## config.mk

```make
export PLATFORM = sky130hd
export DESIGN_NAME = uart_cmd_sequencer
export DESIGN_NICKNAME = d
export VERILOG_FILES = /design/src/rtl/uart_cmd_sequencer.sv
export SDC_FILE = /design/constraint.sdc
export NUM_CORES = 1
export LEC_CHECK = 0
export BUFFER_PORTS_ARGS = -buffer_cell sky130_fd_sc_hd__buf_2
export CAP_MARGIN = 20
export CORE_MARGIN = 3
export CORE_UTILIZATION = 50
export DETAILED_ROUTE_END_ITERATION = 8
export HOLD_SLACK_MARGIN = 0.06
export PLACE_DENSITY = 0.82
export SYNTH_ARGS = -nofsm -noshare
export SYNTH_HDL_FRONTEND = slang
export SYNTH_SLANG_ARGS = --single-unit
```

## constraint.sdc

```tcl
create_clock -name clk -period 3.1 [get_ports clk]
set_clock_uncertainty 0.1 [all_clocks]
set_input_delay 0 -clock clk [delete_from_list [all_inputs] [get_ports clk]]
set_output_delay 0 -clock clk [all_outputs]
set_load 0.02 [all_outputs]
```

## src/rtl/uart_cmd_sequencer.sv

```systemverilog
// uart_cmd_sequencer
//   Decodes the host byte stream from the UART receiver, assembles 32-bit
//   little-endian instruction words into instruction-memory writes, and
//   gates CPU execution (single-step / run / halt).
//
//   Optional feature macro: UART_CMD_ACK_EN
//     defined   : every completed command is acknowledged with opcode|0x80
//                 on tx_data/tx_valid, held until tx_ready.
//     undefined : tx_valid/tx_data tied 0, tx_ready ignored, no ACK state.
//
//   Ports
//     clk, reset          system clock, synchronous active-high reset
//     rx_data, rx_valid   received byte and its 1-cycle strobe
//     imem_we/addr/wdata  instruction-memory write port (1-cycle strobe)
//     cpu_en              CPU clock enable (run flag | step pulse)
//     busy                high whenever the FSM is not idle
//     cmd_err             1-cycle pulse: unknown opcode, LOAD timeout, overrun
//     tx_data, tx_valid   acknowledge byte (UART_CMD_ACK_EN only)
//     tx_ready            UART TX accepts the acknowledge byte
//
//   state    | meaning
//   ---------+--------------------------------------------------------------
//   ST_IDLE  | waiting for an opcode byte
//   ST_LOAD  | collecting 4 data bytes, idle-timeout counter running
//   ST_WRITE | one-cycle imem write of the assembled word
//   ST_ACK   | acknowledge byte presented until tx_ready (ACK build only)
module uart_cmd_sequencer #(
   parameter int ADDR_W      = 8,
   parameter int TIMEOUT_CYC = 2_000_000
) (
   input  logic              clk,
   input  logic              reset,
   input  logic [7:0]        rx_data,
   input  logic              rx_valid,
   output logic              imem_we,
   output logic [ADDR_W-1:0] imem_addr,
   output logic [31:0]       imem_wdata,
   output logic              cpu_en,
   output logic              busy,
   output logic              cmd_err,
   output logic [7:0]        tx_data,
   output logic              tx_valid,
   input  logic              tx_ready
);

   localparam logic [1:0] ST_IDLE  = 2'd0;
   localparam logic [1:0] ST_LOAD  = 2'd1;
   localparam logic [1:0] ST_WRITE = 2'd2;
   localparam logic [1:0] ST_ACK   = 2'd3;

`ifdef UART_CMD_ACK_EN
   localparam logic [1:0] ST_DONE  = ST_ACK;
`else
   localparam logic [1:0] ST_DONE  = ST_IDLE;
`endif

   localparam logic [7:0] OP_LOAD = 8'h00;
   localparam logic [7:0] OP_CLR  = 8'h01;
   localparam logic [7:0] OP_STEP = 8'h02;
   localparam logic [7:0] OP_RUN  = 8'h03;
   localparam logic [7:0] OP_HALT = 8'h04;

   // Down-counter reloaded with TIMEOUT_CYC-1; terminal count at zero means
   // TIMEOUT_CYC consecutive cycles passed without a byte.
   localparam int              CNT_W    = (TIMEOUT_CYC > 2) ? $clog2(TIMEOUT_CYC) : 1;
   localparam logic [CNT_W-1:0] CNT_INIT = CNT_W'(TIMEOUT_CYC - 1);

   logic [1:0]        state;
   logic [1:0]        bc;
   logic [31:0]       word;
   logic [ADDR_W-1:0] wp;
   logic              run_flag;
   logic              step_pulse;
   logic [CNT_W-1:0]  idle_cnt;
`ifdef UART_CMD_ACK_EN
   logic [7:0]        opcode;
`endif

   always_ff @(posedge clk) begin
      if (reset) begin
         state      <= ST_IDLE;
         bc         <= 2'd0;
         word       <= 32'h0;
         wp         <= '0;
         run_flag   <= 1'b0;
         step_pulse <= 1'b0;
         cmd_err    <= 1'b0;
         idle_cnt   <= CNT_INIT;
`ifdef UART_CMD_ACK_EN
         opcode     <= 8'h00;
`endif
      end else begin
         step_pulse <= 1'b0;
         cmd_err    <= 1'b0;
         case (state)
            ST_IDLE: begin
               if (rx_valid) begin
`ifdef UART_CMD_ACK_EN
                  opcode <= rx_data;
`endif
                  case (rx_data)
                     OP_LOAD: begin
                        state    <= ST_LOAD;
                        bc       <= 2'd0;
                        word     <= 32'h0;
                        run_flag <= 1'b0;
                        idle_cnt <= CNT_INIT;
                     end
                     OP_CLR: begin
                        wp    <= '0;
                        state <= ST_DONE;
                     end
                     OP_STEP: begin
                        // a step while running is swallowed; the run flag
                        // already holds cpu_en high
                        step_pulse <= ~run_flag;
                        state      <= ST_DONE;
                     end
                     OP_RUN: begin
                        run_flag <= 1'b1;
                        state    <= ST_DONE;
                     end
                     OP_HALT: begin
                        run_flag <= 1'b0;
                        state    <= ST_DONE;
                     end
                     default: cmd_err <= 1'b1;
                  endcase
               end
            end
            ST_LOAD: begin
               if (rx_valid) begin
                  word[{bc, 3'b000} +: 8] <= rx_data;
                  bc       <= bc + 2'd1;
                  idle_cnt <= CNT_INIT;
                  if (bc == 2'd3) begin
                     state <= ST_WRITE;
                  end
               end else if (idle_cnt == '0) begin
                  cmd_err <= 1'b1;
                  state   <= ST_IDLE;
               end else begin
                  idle_cnt <= idle_cnt - 1'b1;
               end
            end
            ST_WRITE: begin
               wp    <= wp + 1'b1;
               state <= ST_DONE;
               if (rx_valid) begin
                  cmd_err <= 1'b1;
               end
            end
`ifdef UART_CMD_ACK_EN
            ST_ACK: begin
               if (rx_valid) begin
                  cmd_err <= 1'b1;
               end
               if (tx_ready) begin
                  state <= ST_IDLE;
               end
            end
`endif
            default: state <= ST_IDLE;
         endcase
      end
   end

   assign imem_we    = (state == ST_WRITE);
   assign imem_addr  = wp;
   assign imem_wdata = imem_we ? word : 32'h0;
   assign cpu_en     = run_flag | step_pulse;
   assign busy       = (state != ST_IDLE);

`ifdef UART_CMD_ACK_EN
   assign tx_valid = (state == ST_ACK);
   assign tx_data  = tx_valid ? (opcode | 8'h80) : 8'h00;
`else
   logic unused_tx_ready;
   assign unused_tx_ready = tx_ready;
   assign tx_valid        = 1'b0;
   assign tx_data         = 8'h00;
`endif

endmodule
```

After elaboration in Yosys (flattened, before gate mapping)
Index checks and enable logic that the tools add are counted.
{"block": "classes", "add_sub_neg": 4, "multipliers": 0, "n_div": 0, "order_cmp": 0, "eq_ne": 15, "n_shift": 2, "muxes": 31, "bitwise_logic": 5, "n_reduce_logical": 16}
{"cell": "$mux W32", "count": 4}
{"cell": "$mux W21", "count": 4}
{"cell": "$pmux W32 S2", "count": 1}
{"cell": "$pmux W21 S2", "count": 1}
{"cell": "$bwmux W32", "count": 1}
{"cell": "$shift A8 B7 Y32 const A", "count": 1}
{"cell": "$shiftx A8 B7 Y32", "count": 1}
{"cell": "$logic_not A21 Y1", "count": 1}
{"cell": "$sub A21 B1 Y21 const B", "count": 1}
{"cell": "$eq A8 B2 Y1 const B", "count": 2}
{"cell": "$mux W8", "count": 2}
{"cell": "$pmux W8 S2", "count": 1}
{"cell": "$mux W2", "count": 7}
{"cell": "$pmux W2 S2", "count": 3}
{"cell": "$reduce_and A4 Y1", "count": 3}
{"cell": "$ne A3 B3 Y1 const B", "count": 3}
{"cell": "$add A8 B1 Y8 const B", "count": 1}
{"cell": "$eq A8 B1 Y1 const B", "count": 1}
{"cell": "$eq A8 B3 Y1 const B", "count": 1}
{"cell": "$logic_not A8 Y1", "count": 1}
{"cell": "$reduce_bool A2 Y1", "count": 4}
{"cell": "$reduce_or A4 Y1", "count": 2}
{"cell": "$neg A5 Y7", "count": 1}
{"cell": "$reduce_and A3 Y1", "count": 2}
{"cell": "14 further kinds", "count": 24}
{"block": "totals", "reg_bits": 68, "latch_bits": 0, "mem_bits_rw": 0, "rom_bits": 0, "out_inout_bits": 53, "n_memories": 0}

Logic depth before layout (Yosys ltp)
Gate-level depths: netlist (run 1).
{"block": "depth", "depth_word": 5, "mapped_depth": 9, "mapped_depth_nobuf": 7}

Worst setup path before layout (run 1)
Ideal clock, no wire load.
{"block": "synth_path", "kind": "register to register", "from": "register bc[0]", "to": "register word[25]", "setup_time_ps": 71, "t_arrival_ps": 2193, "slack_ps": 737, "path_stages_with_launch": 8, "path_buffers": 1, "period_less_slack_ps": 2363, "path_cell_list": "dfxtp_1 > clkbuf_1 > inv_1 > ha_1 > nor4_1 > nand2_1 > or2_2 > a21oi_1"}
{"block": "synth_between", "elab_chain_cells": 5, "word_cells_on_any_way": 6, "classes_between": "1 x add/sub; 2 x shift; 3 x mux"}
{"element": "start: declaration", "line_no": "69", "text": "logic [1:0] bc;"}
{"element": "start signal: assignment", "line_no": "134", "text": "bc <= bc + 2'd1;"}
{"element": "$neg A5 Y7 *", "line_no": "133", "text": "word[{bc, 3'b000} +: 8] <= rx_data;"}
{"element": "$shiftx A8 B7 Y32 or $shift A8 B7 Y32 (tied branches)", "line_no": "133"}
{"element": "$bwmux W32 *", "line_no": "133"}
{"element": "$mux W32 *", "line_no": "132", "text": "if (rx_valid) begin"}
{"element": "$pmux W32 S2 *", "line_no": "95", "text": "case (state)"}
{"element": "end signal: indexed assignment", "line_no": "133"}
{"element": "end: declaration", "line_no": "70", "text": "logic [31:0] word;"}
Every way passes the cells marked *; elsewhere a longest branch is shown, timed or not. The select of a mux whose other input is x is not followed.
A chain may end at the register's enable or synchronous reset.

Final worst setup path (run 1)
{"block": "layout_path", "from": "input port rx_data[2]", "to": "register idle_cnt[3]"}
{"block": "layout_between", "elab_chain_cells": 3}
{"element": "start: declaration", "line_no": "33", "text": "input logic [7:0] rx_data,"}
{"element": "$logic_not A8 Y1", "line_no": "101", "text": "case (rx_data)"}
{"element": "$ne A2 B1 Y1 (no line)"}
{"element": "$reduce_and A4 Y1 (no line)"}
{"element": "end signal: assignment", "line_no": "143", "text": "idle_cnt <= idle_cnt - 1'b1;"}
{"element": "end: declaration", "line_no": "74", "text": "logic [CNT_W-1:0] idle_cnt;"}
Every way passes these cells.

==> flow_summary_export.csv, run 1 <==
group,metric,value,unit
logic_synthesis,ys_warn_count,0,
sta,max_clock_freq,0.3957,GHz
global_route,track_usage,21.43,%
clocking,numCtsBuffers,9,
power_and_ir_drop,swShare,22.35,%
power_and_ir_drop,power_frac_seq,49.7,%
sta,finalCriticalPeriod,2527,ps
global_route,globalRoute.busiestLayer,"met2",
logic_synthesis,synth_top_cell_by_area,"dfxtp_1",
critical_path,critPathCaptureType,"flop",
sta,setup_viol,0,
finish,syn_to_final_growth,17.89,%
sta,worst_slew_pin_slew,765.4,ps
clocking,cts_tree,"done",
status,run_status,"finished clean",
sta,slew_violations,0,
sta,tns,0,ps
finish,nNetsFinal,546,
logic_synthesis,synth_seq_cells,68,
worst_hold_path,holdPathEnd,"word[8]$_SDFFE_PP0P_",
finish,final_core_util,62.11,%
critical_path,crit_arrival,2620,ps
clocking,ctsResizeCount,0,
routing,first_pass_iters,5,
placement,place_congestion,0.8309,
die,die_area,8380,um2
global_route,grt_use_met3,5.054,%
global_route,grt.overflow.total,0,
worst_hold_path,hp-class,"flop to flop",
critical_path,critPathLaunchType,"primary input",
logic_synthesis,synth_seq_area_share,37.21,%
power_and_ir_drop,p_leak,1.672,nW
logic_synthesis,synth_xor_area_share,1.197,%
die,start_util,52.68,%
logic_synthesis,synthAdderAreaFrac,2.394,%
sta,maxSlewHeadroom,48.84,%
logic_synthesis,syn_area,3659,um2
logic_synthesis,synth_cell_types,58,
critical_path,worst-path-max-fanout,13,
routing,viasPerCell,5.613,
sta,hold_slack,348.2,ps
global_route,first_global_vias,3208,
global_route,grt_pass1_wl,14720,um
critical_path,r2r_slack,690,ps
die,core.rowCount,30,
critical_path,crit_required,3200,ps
routing,post-route-drc-count,0,
power_and_ir_drop,power.total,1.760,mW
die,chipWidth,91.54,um
power_and_ir_drop,p_sw,0.3933,mW
critical_path,worstRegToRegCells,5,
global_route,grt_util_met2,35.06,%
global_route,grt_use_met1,27.36,%
worst_hold_path,holdCritStartpoint,"word[8]$_SDFFE_PP0P_",
logic_synthesis,synth_edf_count,0,
sta,hold_viol,0,
clocking,post_cts_buffers,0,
finish,layout-drive-gt1-share,22.93,%
clocking,clk_path_buf_depth,2,
sta,rsz0062_at_grt,"false",
global_route,grt_max_degree,39,
routing,routedWlPerCell,14.19,um
clocking,postCtsHoldBufs,13,
logic_synthesis,synth_compound_area_share,16.83,%
die,die_y,91.54,um
clocking,htreeDepth,3,
sta,period_share,81.52,%
job,maxCapViolations,0,
placement,placement.cell_area,3966,um2
global_route,antenna_found_initial,0,
routing,initialDrtViolationCount,315,
logic_synthesis,ys_async_sr_fraction,0,%
logic_synthesis,synth.top_cells.by_count,"nand2_1 (79), dfxtp_1 (68), a21oi_1 (49)",
power_and_ir_drop,clockPowerShare,46.0,%
routing,antenna_left,0,
critical_path,r2r_start,"state[0]$_SDFFE_PP0P_",
logic_synthesis,synth_top_family_by_area,"simple AND/OR/NAND/NOR gates",
logic_synthesis,netlist_instances,467,
placement,dpl.hpwl,5843,um
critical_path,crit_type,"primary input to flop",
routing,vias,3525,
worst_hold_path,whs_path_depth,2,
power_and_ir_drop,vdd_drop_max,0.2893,mV
routing,wl,8911,um
clocking,clk_pin_slew_worst_paths,80,ps
power_and_ir_drop,comb_power_share,4.4,%
logic_synthesis,ys.flop_type,"dfxtp_1",
finish,stdcell_area,4313,um2
clocking,cts_sinks,68,
power_and_ir_drop,intPower,1.366,mW
logic_synthesis,avgSynthCellArea,7.834,um2
critical_path,worstReg2RegEnd,"word[19]$_SDFFE_PP0P_",
logic_synthesis,synth_area_leaders,"dfxtp_1 (37%), nand2_1 (8.1%), a21oi_1 (6.7%)",
logic_synthesis,synthMuxAreaShare,0.8208,%
clocking,root_buffer,"clkbuf_8",
die,io_pins,65,
logic_synthesis,yosysMostFrequentCell,"nand2_1",
logic_synthesis,synthSimpleGateAreaFrac,35.64,%
power_and_ir_drop,power.density,408.0,nW/um2
clocking,clk_latency,350,ps
die,core,6944,um2
finish,antennaDiodeCount,0,
logic_synthesis,yosysTopAreaCellShare,37.21,%
placement,port_buffers,54,
## stage by stage
step	setup slack, ps	cells
after floorplan	736.8	475
after global placement	836.4	599
after detailed placement	762.2	599
after CTS	630.3	628
after global routing	424.1	628
final	572.9	628
## final cells by class
type / count / area, um2
Fill cell: 609 / 2631
Multi-Input combinational cell: 364 / 2117
Sequential cell: 68 / 1361
Timing Repair Buffer: 76 / 467.9
Clock buffer: 11 / 141.4
Tap cell: 96 / 120.1
Clock inverter: 5 / 75.07
Inverter: 8 / 30.03
## sequential cells by signal, summed over array words and instances, names as in the netlist
name        cells
idle_cnt       21
imem_addr       8
run_flag        1
state           2
word           32
step_pulse      1
bc              2
cmd_err         1
## cells by family after synthesis
| kind of cell | count (synthesis) |
|---|---|
| XOR/XNOR | 5 |
| AO/OA/AOI/OAI | 100 |
| buffers and inverters | 43 |
| flip-flops | 68 |
| adder cells (fa/ha/maj) | 7 |
| multiplexers | 3 |
| other | 1 |
| AND/OR/NAND/NOR | 240 |
## critical path, stage by stage
cell and delay, ps:
dlygate4sd3_1 540, buf_2 210, or4_4 580, o31ai_4 480, o21a_1 500, and3_1 230
o21ai_0 60
## cells in the final DEF, fill, tap and decap left out, types with 3 or more instances in the layout
cell	instances
nor4b_2	3
inv_1	8
ha_1	7
nand2b_1	4
nor4_1	9
xor2_1	4
or3_1	5
conb_1	9
and3_1	6
nor3b_1	3
nand2_1	79
o31ai_1	3
dlygate4sd3_1	13
and2_1	34
clkinv_2	3
a21oi_1	49
dfxtp_1	68
nand3_1	11
or2_2	26
buf_4	9
or4_1	3
clkbuf_8	10
nand4_1	6
o21ai_0	18
o2111ai_1	3
nor3_1	11
buf_2	54
nor2_1	25
mux2i_1	3
o211ai_1	7
## worst max-delay path by stage
stage | start | end | slack, ps | cells after the start
floorplan | bc[0]$_SDFFE_PP0P_ | word[25]$_SDFFE_PP0P_ | 740 | 7
global placement | rx_data[3] | idle_cnt[20]$_SDFFE_PP1P_ | 840 | 6
detailed placement | idle_cnt[5]$_SDFFE_PP1P_ | idle_cnt[15]$_SDFFE_PP1P_ | 760 | 6
CTS | rx_data[2] | idle_cnt[3]$_SDFFE_PP1P_ | 630 | 7
global route | rx_data[3] | idle_cnt[20]$_SDFFE_PP1P_ | 420 | 7
finish | rx_data[2] | idle_cnt[3]$_SDFFE_PP1P_ | 570 | 7
## per-layer routing
layer,wire length (um),vias up
met5,0,-
met4,164,0
met3,639,23
met2,4206,146
met1,3900,1630
li1,-,1726
## power groups by stage
stage          clock network (mW)  registers, mW  logic, mW
5_1_grt                     0.850          0.874     0.0817
4_1_cts                     0.821          0.874     0.0749
6_report                    0.809          0.874     0.0768
3_3_place_gp                    0          0.894     0.0636
3_5_place_dp                    0          0.894     0.0637
2_1_floorplan                   0          0.895     0.0485
(Power assumes the default switching activity.)
==> run 2, diff against run 1 <==
--- a/config.mk
+++ b/config.mk
@@ -5,13 +5,14 @@
 export SDC_FILE = /design/constraint.sdc
 export NUM_CORES = 1
 export LEC_CHECK = 0
+export ABC_AREA = 1
 export BUFFER_PORTS_ARGS = -buffer_cell sky130_fd_sc_hd__buf_2
 export CAP_MARGIN = 20
 export CORE_MARGIN = 3
 export CORE_UTILIZATION = 50
 export DETAILED_ROUTE_END_ITERATION = 8
 export HOLD_SLACK_MARGIN = 0.06
-export PLACE_DENSITY = 0.82
+export PLACE_DENSITY = 0.81
 export SYNTH_ARGS = -nofsm -noshare
 export SYNTH_HDL_FRONTEND = slang
 export SYNTH_SLANG_ARGS = --single-unit
==> constraint.sdc (replaced) <==
create_clock -name clk -period 2.45 [get_ports clk]
set_clock_uncertainty 0.1 [all_clocks]
set_input_delay 0 -clock clk [delete_from_list [all_inputs] [get_ports clk]]
set_output_delay 0 -clock clk [all_outputs]
set_load 0.02 [all_outputs]
==> flow_summary_export.csv, run 2 <==
group,metric,value,unit
status,run_status,"finished clean",
die,core.rowCount,31,
routing,initialDrtViolationCount,298,
die,core,7408,um2
logic_synthesis,ys.flop_type,"dfxtp_1",
logic_synthesis,synth_cell_types,36,
finish,final_common_cell,"nand2_1",
global_route,track_usage,23.57,%
sta,finalCriticalPeriod,2211,ps
critical_path,crit_arrival,2380,ps
logic_synthesis,netlist_instances,601,
power_and_ir_drop,p_sw,0.5757,mW
die,start_util,52.44,%
critical_path,crit_required,2620,ps
finish,nNetsFinal,683,
die,die_area,8863,um2
power_and_ir_drop,comb_power_share,7.8,%
die,chipWidth,94.15,um
sta,fin_ws,238.5,ps
routing,antenna_left,0,
finish,fin_cells,768,
job,maxCapViolations,0,
critical_path,worst-path-max-fanout,11,
critical_path,worstRegToRegCells,7,
clocking,clk_latency,350,ps
global_route,grt.overflow.total,0,
critical_path,critPathLaunchType,"flop",
power_and_ir_drop,power_frac_seq,50.4,%
clocking,numCtsBuffers,9,
global_route,grt_max_degree,33,
sta,hold_viol,0,
logic_synthesis,synth_top_cell_by_area,"dfxtp_1",
clocking,clk_path_buf_depth,2,
sta,period_share,90.26,%
logic_synthesis,syn_area,3885,um2
logic_synthesis,synth.top_cells.by_count,"nand2_1 (104), inv_1 (92), nor2_1 (88)",
finish,final_core_util,61.14,%
logic_synthesis,synth_seq_area_share,35.04,%
power_and_ir_drop,swShare,25.62,%
critical_path,crit_type,"flop to flop",
routing,vias,4023,
worst_hold_path,whs_path_depth,3,
die,io_pins,65,
logic_synthesis,avgSynthCellArea,6.464,um2
routing,post-route-drc-count,0,
routing,routedWlPerCell,13.26,um
placement,port_buffers,54,
routing,viasPerCell,5.238,
routing,first_pass_iters,6,
logic_synthesis,synth_area_leaders,"dfxtp_1 (35%), a21oi_1 (10%), nand2_1 (10%)",
placement,dp_cells,742,
power_and_ir_drop,vdd_drop_max,0.2945,mV
power_and_ir_drop,p_leak,2.043,nW
global_route,first_global_vias,3840,
finish,syn_to_final_growth,16.59,%
clocking,post_cts_buffers,0,
sta,worst_slew_pin_slew,785.9,ps
worst_hold_path,hp-class,"primary input to flop",
finish,nFillCells,712,
logic_synthesis,ys_warn_count,0,
finish,antennaDiodeCount,0,
placement,place_congestion,0.8429,
logic_synthesis,synth_edf_count,0,
finish,max_flop_register,"word",
power_and_ir_drop,clockPowerShare,41.8,%
sta,setup_viol,0,
sta,rsz0062_at_grt,"false",
clocking,cts_sinks,68,
die,die_y,94.15,um
clocking,clk_pin_slew_worst_paths,80,ps
power_and_ir_drop,power.density,496.2,nW/um2
global_route,antenna_found_initial,0,
sta,slew_violations,0,
finish,largest_reg_flops,32,
clocking,root_buffer,"clkbuf_8",
sta,maxSlewHeadroom,47.17,%
global_route,grt_pass1_wl,16940,um
logic_synthesis,ys_async_sr_fraction,0,%
placement,dpl_worst_slack,290.2,ps
clocking,htreeDepth,3,
logic_synthesis,yosysMostFrequentCell,"nand2_1",
logic_synthesis,yosysTopAreaCellShare,35.04,%
finish,layout-drive-gt1-share,15.99,%
clocking,cts_tree,"done",
placement,dpl.hpwl,7117,um
sta,tns,0,ps
finish,final_cell_mix,"nand2_1 (102), inv_1 (91), nor2_1 (87), a21oi_1 (80), dfxtp_1 (68)",
critical_path,critPathCaptureType,"flop",
sta,max_clock_freq,0.4522,GHz
routing,wl,10190,um
logic_synthesis,synth_seq_cells,68,
power_and_ir_drop,intPower,1.672,mW
==> run 2: cell count changes after synthesis, moves of 25 or more <==
cell | before | now
inv_1 | 8 | 92
nor2_1 | 25 | 88
nand3_1 | 11 | 40
a21oi_1 | 49 | 81
nand2_1 | 79 | 104
nor3_1 | 11 | 36
and2_1 | 34 | 0
==> run 2: stage by stage <==
step	power (mW)	instance area, um2	hold slack [ps]
final	2.248	4529	155.3
after global routing	2.335	4529	212.9
after floorplan	1.277	3915	40.68
after global placement	1.308	4203	236.8
after CTS	2.254	4524	363.2
after detailed placement	1.314	4203	234.7
==> run 2: power groups by stage <==
stage / combinational (mW) / sequential (mW) / clock (mW)
final: 0.175 / 1.13 / 0.939
after CTS: 0.170 / 1.13 / 0.952
after global placement: 0.150 / 1.16 / 0
after detailed placement: 0.155 / 1.16 / 0
after floorplan: 0.121 / 1.16 / 0
after global routing: 0.194 / 1.14 / 1.01
==> run 2: path summary, 6_finish.rpt <==
kind | startpoint | end | slack [ps]
hold reg to reg | run_flag$_SDFFE_PP0P_ | step_pulse$_SDFF_PP0_ | 360
hold / removal | rx_data[1] | word[17]$_SDFFE_PP0P_ | 160
setup reg to reg | bc[1]$_SDFFE_PP0P_ | word[16]$_SDFFE_PP0P_ | 240
setup / recovery | bc[1]$_SDFFE_PP0P_ | word[16]$_SDFFE_PP0P_ | 240
==> run 2: cell type report <==
class / count / area (um2) / area share (%)
multi-input combinational: 418 / 2044 / 45.14
tap: 99 / 123.9 / 2.735
sequential: 68 / 1361 / 30.06
clock buffer: 10 / 137.6 / 3.039
clock inverter: 6 / 63.81 / 1.409
inverter: 97 / 369.1 / 8.149
timing repair buffer: 70 / 429.2 / 9.475
==> run 2: cell families (layout without fill, tap and decap cells) <==
kind of cell    Yosys count  after routing  share of synthesized area (%)
compound gates          109            109                          14.88
xor+xnor                  1              1                         0.2255
fa+ha+maj                 7              7                          2.254
buf+inv                 123            183                          13.40
flops                    68             68                          35.04
other cells               1              9                        0.09653
simple gates            292            292                          34.11
==> run 2: worst max-delay path, stage by stage, from the launching register on <==
cell	delay, ps
dfxtp_1	380
inv_1	90
ha_1	220
inv_1	90
nand2_1	260
nor4_2	670
a21oi_1	150
nor3_1	170
==> run 2: routing by layer <==
metal | up-vias | global-route usage (%) | share of wire, %
met2 | 156 | 39.83 | 47
met1 | 1828 | 29.59 | 44
met3 | 11 | 4.407 | 7.8
met5 | - | 0 | 0
met4 | 0 | 8.905 | 1.1
li1 | 2028 | - | -
==> run 2: timing repair <==
item	CTS	global route
hold buffers	12	0
setup endpoints to repair	0	3
resized for setup	0	9
endpoints found under the hold margin	40	0
